File: src/rtl/imem_loader.sv
// imem_loader: byte stream -> little-endian 32-bit words written to imem; core held in reset until load completes.
// we 1 cycle after 4th byte (4 bytes / 5 cycles); byte_ready low outside RECV/CHK. Trailing checksum: IMEM_LOADER_CHECKSUM_EN.
module imem_loader #(
  parameter int          ADDR_W    = 10,
  parameter logic [31:0] BASE_ADDR = 32'h0000_0000
) (
  input  logic            clk,
  input  logic            rst,
  input  logic            start,
  input  logic [ADDR_W:0] len,
  input  logic [7:0]      byte_in,
  input  logic            byte_valid,
  output logic            byte_ready,
  output logic            we,
  output logic [31:0]     waddr,
  output logic [31:0]     wdata,
  output logic            busy,
  output logic            done,
  output logic            err,
  output logic            core_rst_n
);

  typedef enum logic [2:0] {IDLE, RECV, WRITE, CHK, DONE} state_t;

  state_t          state, state_nxt;
  logic [ADDR_W:0] len_q;
  logic [ADDR_W:0] wcnt;
  logic [ADDR_W:0] wcnt_inc;
  logic [1:0]      bcnt;
  logic [23:0]     word_q;
  logic            hs;
  logic            start_ok;
  logic            range_err;
  logic            len_big;
`ifdef IMEM_LOADER_CHECKSUM_EN
  logic [7:0]      sum;
  logic [7:0]      sum_chk;
  logic            chk_bad;
`endif

  assign hs       = byte_valid && byte_ready;
  assign wcnt_inc = wcnt + (ADDR_W+1)'(1);
  // Only 2**ADDR_W itself is legal once the top bit is set.
  assign len_big  = len[ADDR_W] && (|len[ADDR_W-1:0]);
`ifdef IMEM_LOADER_CHECKSUM_EN
  assign sum_chk  = sum + byte_in;
`endif

  always_comb begin
    state_nxt = state;
    start_ok  = 1'b0;
    range_err = 1'b0;
`ifdef IMEM_LOADER_CHECKSUM_EN
    chk_bad   = 1'b0;
`endif
    case (state)
      IDLE, DONE: begin
        if (start) begin
          start_ok = 1'b1;
          if (len_big) begin
            range_err = 1'b1;
            state_nxt = IDLE;
          end else if (len == '0) begin
            state_nxt = DONE;
          end else begin
            state_nxt = RECV;
          end
        end
      end
      RECV: begin
        if (hs && bcnt == 2'd3) state_nxt = WRITE;
      end
      WRITE: begin
        if (wcnt_inc == len_q) begin
`ifdef IMEM_LOADER_CHECKSUM_EN
          state_nxt = CHK;
`else
          state_nxt = DONE;
`endif
        end else begin
          state_nxt = RECV;
        end
      end
`ifdef IMEM_LOADER_CHECKSUM_EN
      CHK: begin
        if (hs) begin
          if (sum_chk == 8'h00) begin
            state_nxt = DONE;
          end else begin
            chk_bad   = 1'b1;
            state_nxt = IDLE;
          end
        end
      end
`endif
      default: state_nxt = IDLE;
    endcase
  end

  always_ff @(posedge clk or negedge rst) begin
    if (!rst) begin
      state      <= IDLE;
      byte_ready <= 1'b0;
      we         <= 1'b0;
      waddr      <= '0;
      wdata      <= '0;
      busy       <= 1'b0;
      done       <= 1'b0;
      err        <= 1'b0;
      core_rst_n <= 1'b0;
      len_q      <= '0;
      wcnt       <= '0;
      bcnt       <= '0;
      word_q     <= '0;
`ifdef IMEM_LOADER_CHECKSUM_EN
      sum        <= '0;
`endif
    end else begin
      state      <= state_nxt;
      // Outputs are decoded from the next state so they land registered.
      byte_ready <= (state_nxt == RECV) || (state_nxt == CHK);
      busy       <= (state_nxt == RECV) || (state_nxt == WRITE) || (state_nxt == CHK);
      we         <= (state_nxt == WRITE);
      done       <= (state_nxt == DONE);
      core_rst_n <= (state_nxt == DONE);

      if (start_ok) begin
        err   <= range_err;
        len_q <= len;
        wcnt  <= '0;
        bcnt  <= '0;
`ifdef IMEM_LOADER_CHECKSUM_EN
        sum   <= '0;
`endif
      end

      if (state == RECV && hs) begin
        bcnt <= bcnt + 2'd1;
`ifdef IMEM_LOADER_CHECKSUM_EN
        sum  <= sum_chk;
`endif
        case (bcnt)
          2'd0: word_q[7:0]   <= byte_in;
          2'd1: word_q[15:8]  <= byte_in;
          2'd2: word_q[23:16] <= byte_in;
          default: begin
            wdata <= {byte_in, word_q};
            waddr <= BASE_ADDR + (32'(wcnt) << 2);
          end
        endcase
      end

      if (state == WRITE) wcnt <= wcnt_inc;

`ifdef IMEM_LOADER_CHECKSUM_EN
      if (chk_bad) err <= 1'b1;
`endif
    end
  end

endmodule

File: config.mk
export PLATFORM = sky130hd
export DESIGN_NAME = imem_loader
export DESIGN_NICKNAME = d
export VERILOG_FILES = /design/src/rtl/imem_loader.sv
export SDC_FILE = /design/constraint.sdc
export NUM_CORES = 1
export LEC_CHECK = 0
export ABC_AREA = 1
export BUFFER_PORTS_ARGS = -buffer_cell sky130_fd_sc_hd__buf_4
export CAP_MARGIN = 20
export CELL_PAD_IN_SITES_DETAIL_PLACEMENT = 2
export CELL_PAD_IN_SITES_GLOBAL_PLACEMENT = 2
export CORE_MARGIN = 2
export CORE_UTILIZATION = 36
export CTS_BUF_LIST = sky130_fd_sc_hd__clkbuf_2 sky130_fd_sc_hd__clkbuf_4 sky130_fd_sc_hd__clkbuf_8
export DETAILED_ROUTE_END_ITERATION = 6
export GPL_TIMING_DRIVEN = 0
export PLACE_DENSITY = 0.89
export SYNTH_ARGS = -nofsm -noshare
export SYNTH_HDL_FRONTEND = slang
export SYNTH_SLANG_ARGS = --single-unit
export TNS_END_PERCENT = 100
File: constraint.sdc
create_clock -name clk -period 3.3 [get_ports clk]
set_input_delay 0.66 -clock clk [delete_from_list [all_inputs] [get_ports clk]]
set_output_delay 0.66 -clock clk [all_outputs]
set_load 0.02 [all_outputs]
# Word-level counts from Yosys, hierarchy flattened

Index checks and enable logic that the tools add are counted.

Bitwise logic cells: 1
Add/subtract/negate cells: 2
Equality and inequality tests: 11
Mux-type cells: 15
Reduce and logical (&&, ||, !) cells: 19

Operators by type and width:

| kind                    | number |
|---|---|
| $mux W11                | 2 |
| $mux W3                 | 5 |
| $add A11 B1 Y11 const B | 1 |
| $eq A11 B11 Y1          | 1 |
| $logic_not A11 Y1       | 1 |
| $reduce_or A10 Y1       | 1 |
| $eq A3 B2 Y1 const B    | 3 |
| $pmux W3 S3             | 1 |
| $reduce_and A2 Y1       | 4 |
| $eq A3 B1 Y1 const B    | 2 |
| $eq A3 B3 Y1 const B    | 2 |
| $mux W1                 | 5 |
| $eq A2 B2 Y1 const B    | 2 |
| $logic_and A1 B1 Y1     | 4 |
| $mux W2                 | 2 |
| $reduce_bool A2 Y1      | 2 |
| $logic_not A3 Y1        | 1 |
| $logic_or A1 B1 Y1      | 3 |
| $reduce_or A3 Y1        | 1 |
| $add A2 B1 Y2 const B   | 1 |
| $eq A2 B1 Y1 const B    | 1 |
| $logic_not A2 Y1        | 1 |
| $reduce_or A2 Y1        | 1 |
| $not A1 Y1              | 1 |

Bits in registers: 99
Word-level logic and storage cells: 62
Input bits: 23
Output and inout port bits: 70

# Depth between registers and ports, before layout

Gate-level depths: netlist of run 1.

Depth in word-level cells: 8
Mapped depth: 13
Mapped depth without buffers: 13

# Least setup slack after synthesis of run 1

Ideal clock, no wire load.

Path type: flip-flop to flip-flop
From: register wcnt[0]
To: register busy
Arrival time: 1.451 ns
Period minus slack after synthesis: 1.576 ns
Library setup time: 0.125 ns
Stages on the path, launching flop included: 12
Buffers on the path: 0
Path slack: 1.724 ns
Required time: 3.175 ns
Path through: dfrtp_1 ha_1 nand2_2 inv_1 nor2_1 inv_1 a21oi_1 nand3_1 nor2_2 nand2_2 nand2_2 nand3_2

Cells in the longest elaborated chain, start to end: 7
Elaborated cells between the ends (all ways): 9
Classes of those cells: add/sub: 1; eq/ne: 4; mux: 2; reduce/logical: 2

RTL lines:

| what                                         | RTL line | source |
|---|---|---|
| start: declaration                           | 27       | `logic [ADDR_W:0] wcnt;` |
| start signal: assignment                     | 153      | `if (state == WRITE) wcnt <= wcnt_inc;` |
| $add A11 B1 Y11 (*)                          | 42       | `assign wcnt_inc = wcnt + (ADDR_W+1)'(1);` |
| $eq A11 B11 Y1 (*)                           | 74       | `if (wcnt_inc == len_q) begin` |
| $mux W3 (*)                                  | 74       |  |
| $pmux W3 S3 (*)                              | 56       | `case (state)` |
| $eq A3 B1 Y1 or $eq A3 B2 Y1 (tied branches) | 122      | `busy <= (state_nxt == RECV) \|\| (state_nxt == WRITE) \|\| (state_nxt == CHK);` |
| $logic_or A1 B1 Y1                           | 122      |  |
| $logic_or A1 B1 Y1 (*)                       | 122      |  |
| end signal: assignment                       | 122      |  |
| end: declaration                             | 17       | `output logic busy,` |

Mark *: on every way between the ends. The rest lies on a longest branch, timed or not.
A chain may end at the register's enable or synchronous reset.

# Worst setup path in the final report of run 1

Ends and elaborated chain as after synthesis.

==> results of run 1 <==
-- metrics by stage --
| stage | hold slack [ns] | util (%) | cell area (um^2) | instances | setup slack, ns |
|---|---|---|---|---|---|
| finish | 0.240 | 45.3 | 5420 | 761 | 1.42 |
| CTS | 0.252 | 45.3 | 5420 | 761 | 1.39 |
| global placement | 0.460 | 43.3 | 5180 | 744 | 1.38 |
| detailed placement | 0.463 | 43.5 | 5210 | 745 | 1.26 |
| global route | 0.273 | 45.3 | 5420 | 761 | 1.23 |
| floorplan | 0.364 | - | 4460 | 526 | 1.72 |
-- worst reg2reg max path, cell delays in order, from the launching register on --
cell     delay, ns
dfrtp_1       0.44
ha_1          0.22
nand2_2       0.11
nor2_4        0.16
nand3_1       0.11
nand2_1       0.11
nand2_1       0.08
nand2_1       0.06
nand2_1       0.05
nor2_1        0.17
nand2_2       0.11
nand2_2       0.10
nand3_2       0.06
-- worst paths after layout --
check / to / slack, ns / start / cells after the start
min in group clk: wdata[20] / 0.49 / word_q[20] / 2
min: wdata[9] / 0.24 / rst / 1
max reg2reg: busy / 1.42 / wcnt[0] / 12
max: busy / 1.42 / wcnt[0] / 12
max in group asynchronous: busy / 2.35 / rst / 2
min reg2reg: wdata[20] / 0.49 / word_q[20] / 2
-- power by group through the flow --
stage	Combinational, mW	Sequential (mW)	Clock, mW
2_1_floorplan	0.470	1.79	0
3_3_place_gp	0.840	1.73	0
3_5_place_dp	0.916	1.76	0
4_1_cts	0.937	1.74	0.876
5_1_grt	1.04	1.78	0.922
6_report	0.917	1.74	0.855
-- state kept, by name, indices dropped and copies added, names as in the netlist --
| register | cells |
|---|---|
| err | 1 |
| busy | 1 |
| byte_ready | 1 |
| wcnt | 11 |
| word_q | 24 |
| waddr | 11 |
| core_rst_n | 1 |
| we | 1 |
| bcnt | 2 |
| wdata | 32 |
| len_q | 11 |
| state | 3 |
-- metal layers --
metal  vias to the layer above  wire [um]
met5                         -          0
met4                         0        161
met3                        10        386
met2                        62       7020
met1                      1876       5290
li1                       1753          -
-- placed cells by master, fill, tap and decap left out, types with 8 or more instances in the layout --
| master | count |
|---|---|
| inv_1 | 43 |
| clkbuf_8 | 9 |
| dfrtp_1 | 99 |
| nand3_1 | 26 |
| nand2_1 | 184 |
| nor2_1 | 15 |
| buf_2 | 8 |
| buf_4 | 93 |
| conb_1 | 21 |
| o21ai_0 | 54 |
-- cell families (layout without fill, tap and decap cells) --
| logic type | count (synthesis) | count (layout) |
|---|---|---|
| and+or+nand+nor | 244 | 244 |
| DFF | 99 | 99 |
| buffers and inverters | 82 | 170 |
| AOI/OAI and AO/OA | 70 | 70 |
| adders and majority gates | 5 | 5 |
| xor gates and xnor gates | 3 | 3 |
| muxes | 2 | 2 |
| other | 1 | 21 |
-- cell type report --
| cell class | instances | area (um^2) |
|---|---|---|
| well taps | 147 | 184 |
| clock buffers | 9 | 124 |
| multi-input cells | 345 | 1580 |
| inverters | 45 | 169 |
| fillers | 1359 | 6550 |
| plain buffers | 37 | 240 |
| repair buffers | 72 | 561 |
| clock inverters | 7 | 82.6 |
| flip-flops and latches | 99 | 2480 |
==> summary.md, run 1 <==
| Metric | Value |
|---|---|
| Worst setup EP type | `flop` |
| Initial Utilization | `36.7%` |
| Post-layout net count | `637` |
| Int Pwr | `2.24 mW` |
| Die area | `13,100 um^2` |
| Arr. time, crit path | `2.16 ns` |
| Sw frac | `36.1%` |
| Top cells by area, synth | `dfrtp_1 56%, nand2_1 16%, o21ai_0 6.2%` |
| Routed vias/inst | `4.86` |
| Top-count cell post-synth | `nand2_1` |
| Seq cells post-synth | `99` |
| Skew-Pair Late Insertion Delay | `0.41 ns` |
| Worst min path class | `in -> async` |
| Post-synthesis adder-cell area fraction | `1.43%` |
| P_sw | `1.27 mW` |
| GRT met3 Usage | `3.81%` |
| Starting DRT DRC Count | `158` |
| PD cells | `648 nW/um^2` |
| Num CTS Buffers | `9` |
| Sum of buffers and inverters on the critical path | `0` |
| Die Height | `114 um` |
| RSZ-0062 raised after global routing | `no` |
| First-pass GRT wire length | `21.1 mm` |
| Min Tclk post-route | `1.88 ns` |
| Clock Skew | `0.0154 ns` |
| # Post-CTS Setup Buffers | `0` |
| Post-synth top area share | `56.4%` |
| Number of hold buffers added after CTS | `0` |
| CTS H-tree lvls | `3` |
| CP max stage cell | `dfrtp_1` |
| Row cnt | `40` |
| CP Cell Sequence | `ha_1, nand2_2, nor2_4, nand3_1, nand2_1, nand2_1, nand2_1, nand2_1, nor2_1, nand2_2, nand2_2, nand3_2` |
| Worst EP required | `3.58 ns` |
| Seq/Total Area, Yosys | `56.4%` |
| Final period util | `57.0%` |
| List of most frequent post-synthesis cells | `184 x nand2_1, 99 x dfrtp_1, 54 x o21ai_0` |
| Initial antenna violation count | `0` |
| # resized after CTS | `0` |
| Routability-driven placement congestion ratio | `0.781` |
| Status | `completed` |
| Clock slew at the register clock pins of the worst setup and hold paths | `0.11 ns` |
| Gate power share | `26.1%` |
| Crit path max fanout | `5` |
| CP peak stage delay | `0.44 ns` |
| Global route overflow | `0` |
| YS warnings | `0` |
| TritonCTS clock tree | `yes` |
| GRT met2 Usage | `39.3%` |
| Slew Limit Headroom | `62.3%` |
| Synth Area in Compound Gates | `8.27%` |
| CP Class | `reg -> reg` |
| CTS sink count | `99` |
| Via count | `3,701` |
| GR Layer Usage met1 | `24.6%` |
| F_max | `531 MHz` |
| Largest family of logic cells by synthesized area | `simple AND/OR/NAND/NOR gates` |
| Gr usage total | `21.2%` |
| P&R area growth vs syn | `23.4%` |
| Root buf cell | `clkbuf_8` |
| Top Ports | `93` |
| Post-route ant nets | `0` |
| Final hold vios | `0` |
| Synthesized area per cell | `8.67 um^2` |
| Final Power | `3.51 mW` |
| Wire per inst | `16.9 um` |
| DRC viols | `0` |
| Post-synth cell types | `31` |
| Worst VDD drop | `0.237 mV` |
| Top cell type by total area after synthesis | `dfrtp_1` |
| Startpoint types | `flop` |
| Main synth FF type | `dfrtp_1` |
| Cells after Synth | `506` |
| Share of layout cells above drive strength 1 | `22.6%` |
| Slew @ Worst Pin | `0.566 ns` |
| Drt first pass iters | `4` |
| Most common cell on crit path | `nand2_1` |
| DRT Wirelength | `12.9 mm` |
| Maximum buffer depth of the clock tree | `2` |
| Clock group share of total power | `24.4%` |
| Mux cell area share after synthesis | `0.513%` |
| Final Max Tran Viols | `0` |
| Post-synth ARST share | `100%` |
| Reg power frac | `49.5%` |
| Post-Syn Area | `4390 um^2` |
| Largest net degree at the start of global routing | `59` |
| Number of flops mapped to enable cells by yosys | `0` |
| Post-Synth XOR/XNOR Area | `0.599%` |
| Sum Neg Setup Slack | `0 ns` |
| Final setup violation count | `0` |
| Global route hottest layer | `met2` |
| Port bufs | `71` |
| # diodes | `0` |
| Worst path top cell family by delay | `simple AND/OR/NAND/NOR gates` |
| Simple-gate share of the synthesized area | `23.3%` |
| Vias in the first global route | `4,075` |
| Static Leakage | `2.88 nW` |
| Core Footprint | `12,000 um^2` |
| Max Cap Viol | `0` |
| Die width | `114 um` |
| Post-DP HPWL | `9.78 mm` |
Power figures use the tool's default switching activity.
==> inputs of run 2 (changes only) <==
--- a/config.mk
+++ b/config.mk
@@ -5,17 +5,17 @@
 export SDC_FILE = /design/constraint.sdc
 export NUM_CORES = 1
 export LEC_CHECK = 0
-export ABC_AREA = 1
+export ABC_AREA = 0
 export BUFFER_PORTS_ARGS = -buffer_cell sky130_fd_sc_hd__buf_4
 export CAP_MARGIN = 20
 export CELL_PAD_IN_SITES_DETAIL_PLACEMENT = 2
 export CELL_PAD_IN_SITES_GLOBAL_PLACEMENT = 2
 export CORE_MARGIN = 2
-export CORE_UTILIZATION = 36
+export CORE_UTILIZATION = 37
 export CTS_BUF_LIST = sky130_fd_sc_hd__clkbuf_2 sky130_fd_sc_hd__clkbuf_4 sky130_fd_sc_hd__clkbuf_8
 export DETAILED_ROUTE_END_ITERATION = 6
 export GPL_TIMING_DRIVEN = 0
-export PLACE_DENSITY = 0.89
+export PLACE_DENSITY = 0.83
 export SYNTH_ARGS = -nofsm -noshare
 export SYNTH_HDL_FRONTEND = slang
 export SYNTH_SLANG_ARGS = --single-unit
==> constraint.sdc (replaced) <==
create_clock -name clk -period 1.9 [get_ports clk]
set_input_delay 0.38 -clock clk [delete_from_list [all_inputs] [get_ports clk]]
set_output_delay 0.38 -clock clk [all_outputs]
set_load 0.02 [all_outputs]
==> run 2 against run 1 <==
Effect of this change:
- the flow now finishes with violations (setup timing)
- highest routed layer unchanged
- largest power group unchanged
- first-iteration DRC count down 33%
- worst hold slack lost 0.046 ns
- count of clock-buffer cells in the layout is 2 higher
- combinational power rose to 3.6 times the previous value
- area after synthesis is 2.3% higher
- routed wire length up 8.3%
==> summary.md, run 2 <==
| Metric | Value |
|---|---|
| Status | `finished with violations (was completed)` |
| Failing checks | `setup timing` |
| Post-synth ARST share | `100% (unchanged)` |
| First-pass GRT wire length | `19.3 mm (was 21.1 mm)` |
| Top-count cell post-synth | `dfrtp_1 (was nand2_1)` |
| Worst EP required | `2.23 ns (was 3.58 ns)` |
| Worst setup EP type | `flop (unchanged)` |
| Die width | `114 um (about the same)` |
| Design Area, Final | `5770 um^2 (was 5420 um^2)` |
| Post-synth top area share | `55.2% (was 56.4%)` |
| Routed vias/inst | `5.10 (was 4.86)` |
| # diodes | `0 (unchanged)` |
| Post-layout net count | `513 (was 637)` |
| Global route overflow | `0 (unchanged)` |
| Cells after Synth | `367 (was 506)` |
| Routability-driven placement congestion ratio | `0.792 (was 0.781)` |
| Worst VDD drop | `0.410 mV (was 0.237 mV)` |
| F_max | `501 MHz (was 531 MHz)` |
| Reg power frac | `43.1% (was 49.5%)` |
| Largest regs | `wdata x32, word_q x24 (unchanged)` |
| Seq cells post-synth | `99 (unchanged)` |
| Post-Syn Area | `4490 um^2 (was 4390 um^2)` |
| Final Power | `8.07 mW (was 3.51 mW)` |
| Filler cell count | `1,188 (was 1,359)` |
| Min Tclk post-route | `2.00 ns (was 1.88 ns)` |
| Most flops, register | `wdata (unchanged)` |
| Wire per inst | `21.9 um (was 16.9 um)` |
| Clock slew at the register clock pins of the worst setup and hold paths | `0.10 ns (was 0.11 ns)` |
| Num CTS Buffers | `9 (unchanged)` |
| P_sw | `3.09 mW (was 1.27 mW)` |
| Clock Skew | `0.0165 ns (was 0.0154 ns)` |
| Top Ports | `93 (unchanged)` |
| Maximum buffer depth of the clock tree | `2 (unchanged)` |
| Post-route ant nets | `0 (unchanged)` |
| TritonCTS clock tree | `yes (unchanged)` |
| Cells after DPL | `606 (was 745)` |
| Cell Count, Final, Fillers Out | `635 (was 761)` |
| Worst min path class | `in -> reg (was in -> async)` |
| Port bufs | `71 (unchanged)` |
| List of most frequent post-synthesis cells | `99 x dfrtp_1, 68 x mux2_2, 43 x nand2_1 (was 184 x nand2_1, 99 x dfrtp_1, 54 x o21ai_0)` |
| Final Max Tran Viols | `0 (unchanged)` |
| Post-synth cell types | `51 (was 31)` |
| Number of flops mapped to enable cells by yosys | `0 (unchanged)` |
| Post-DP HPWL | `8.49 mm (was 9.78 mm)` |
| Starting DRT DRC Count | `106 (was 158)` |
| Sw frac | `38.3% (was 36.1%)` |
| Clock group share of total power | `16.2% (was 24.4%)` |
| PD cells | `1400 nW/um^2 (was 648 nW/um^2)` |
| Hold slack | `0.194 ns (was 0.240 ns)` |
| Most common cell after layout, fill and taps aside | `buf_4 (was nand2_1)` |
| Main synth FF type | `dfrtp_1 (unchanged)` |
| Drt first pass iters | `4 (unchanged)` |
| Int Pwr | `4.98 mW (was 2.24 mW)` |
| Die Height | `114 um (about the same)` |
| Top cells by area, synth | `dfrtp_1 55%, mux2_2 17%, buf_4 3.7% (was dfrtp_1 56%, nand2_1 16%, o21ai_0 6.2%)` |
| Largest net degree at the start of global routing | `69 (was 59)` |
| RSZ-0062 raised after global routing | `yes (was no)` |
| Final setup violation count | `5 (was 0)` |
| P&R area growth vs syn | `28.6% (was 23.4%)` |
| Commonest cells after routing, fill and taps aside | `109 x buf_4, 92 x dfrtp_1, 68 x mux2_2, 42 x nand2_1, 21 x conb_1 (was 184 x nand2_1, 99 x dfrtp_1, 93 x buf_4, 54 x o21ai_0, 43 x inv_1)` |
| Sum Neg Setup Slack | `-0.403 ns (was 0 ns)` |
| Die area | `13,000 um^2 (was 13,100 um^2)` |
| Startpoint types | `flop (unchanged)` |
| Skew-Pair Late Insertion Delay | `0.39 ns (was 0.41 ns)` |
| CTS H-tree lvls | `3 (unchanged)` |
| Final hold vios | `0 (unchanged)` |
| Share of layout cells above drive strength 1 | `49.0% (was 22.6%)` |
| Final period util | `105% (was 57.0%)` |
| Seq/Total Area, Yosys | `55.2% (was 56.4%)` |
| Crit path max fanout | `4 (was 5)` |
| Dpl cell area | `5310 um^2 (was 5210 um^2)` |
| Arr. time, crit path | `2.33 ns (was 2.16 ns)` |
| Static Leakage | `2.84 nW (was 2.88 nW)` |
| CTS sink count | `99 (unchanged)` |
| Synthesized area per cell | `12.2 um^2 (was 8.67 um^2)` |
| YS warnings | `0 (unchanged)` |
| Initial antenna violation count | `0 (unchanged)` |
| DRC viols | `0 (unchanged)` |
| Top cell type by total area after synthesis | `dfrtp_1 (unchanged)` |
| Via count | `3,241 (was 3,701)` |
| Gr usage total | `19.3% (was 21.2%)` |
| Vias in the first global route | `3,490 (was 4,075)` |
| Core Footprint | `11,900 um^2 (was 12,000 um^2)` |
| Row cnt | `40 (unchanged)` |
| Initial Utilization | `37.7% (was 36.7%)` |
| Max Cap Viol | `0 (unchanged)` |
| CP Class | `reg -> reg (unchanged)` |
| DRT Wirelength | `13.9 mm (was 12.9 mm)` |
| Setup WS post-layout | `-0.0977 ns (was 1.42 ns)` |
| Gate power share | `40.7% (was 26.1%)` |
| Max reg flops | `32 (unchanged)` |
| Root buf cell | `clkbuf_8 (unchanged)` |
run 2: changes by cell type after synthesis, moves of 5 or more:
cell     previous run  this run
xor2_1              2         7
xnor2_1             1         9
nand3_1            26         7
inv_1              43         6
nor2_2              5         0
mux2_2              2        68
o21ai_0            54        16
nand2_1           184        43
run 2: path summary, 6_finish.rpt:
kind,cells after the start,slack [ns],startpoint,end
worst max register to register,6,-0.1,wcnt[10],core_rst_n
worst min register to register,1,0.52,word_q[21],word_q[21]
worst max-delay path,6,-0.1,wcnt[10],core_rst_n
worst min-delay path,3,0.19,len[7],len_q[7]
min in group asynchronous,2,0.46,rst,len_q[7]
max in group asynchronous,3,0.74,rst,wcnt[10]
run 2: logic make-up (layout without fill, tap and decap cells):
group           after synthesis  count (layout)  synth area share [%]
mux                          70              70                  17.5
other cells                   1              21                0.0835
simple gates                 90              90                  10.6
compound gates               40              40                  5.77
flops                        99              99                  55.2
buf+inv                      45             146                  6.04
fa+ha+maj                     5               5                  1.39
xor+xnor                     17              17                  3.48
run 2: what timing repair did:
| item | 4_1_cts | 5_1_grt |
|---|---|---|
| gates cloned | 0 | 0 |
| buffers inserted | 6 | 9 |
| pin swaps | 5 | 6 |
| gates resized for setup | 9 | 38 |
| hold endpoints to repair | 31 | 0 |
| hold buffers | 1 | 0 |
| endpoints found under the setup margin | 48 | 36 |
run 2: cell type report:
type	instances	area (um^2)	area share, %
inverter	7	26.3	0.455
clock buffer	11	145	2.51
buffer	37	268	4.64
multi-input combinational	243	1940	33.7
timing repair buffer	88	696	12.0
sequential	99	2490	43.1
clock inverter	3	25.0	0.433
tap	147	184	3.19
run 2: worst max-delay path, cell delays in order (launching register included):
cell	delay, ns
dfrtp_2	0.47
xor2_4	0.32
mux2i_4	0.33
o311ai_4	0.14
nor4_4	0.36
buf_4	0.20
a21o_1	0.11
run 2: metrics by stage:
stage	utilization [%]	setup slack [ns]
floorplan	-	0.0243
global placement	44.4	-0.241
detailed placement	44.6	-0.289
CTS	46.7	0.00736
global route	48.5	-0.136
finish	48.5	-0.0977
run 2: metal layers:
layer	share of wire [%]	wire (um)	GRT usage, %
met1	43	5920	23.8
met2	53	7360	34.3
met3	2.8	385	3.60
met4	1.9	268	5.85
met5	0	0	0
run 2: power by group through the flow:
stage / combinational, mW / clock [mW] / sequential (mW)
finish: 3.28 / 1.31 / 3.48
global route: 3.51 / 1.42 / 3.57
CTS: 3.09 / 1.29 / 3.44
detailed placement: 2.97 / 0 / 3.49
global placement: 2.79 / 0 / 3.39
floorplan: 1.40 / 0 / 3.80
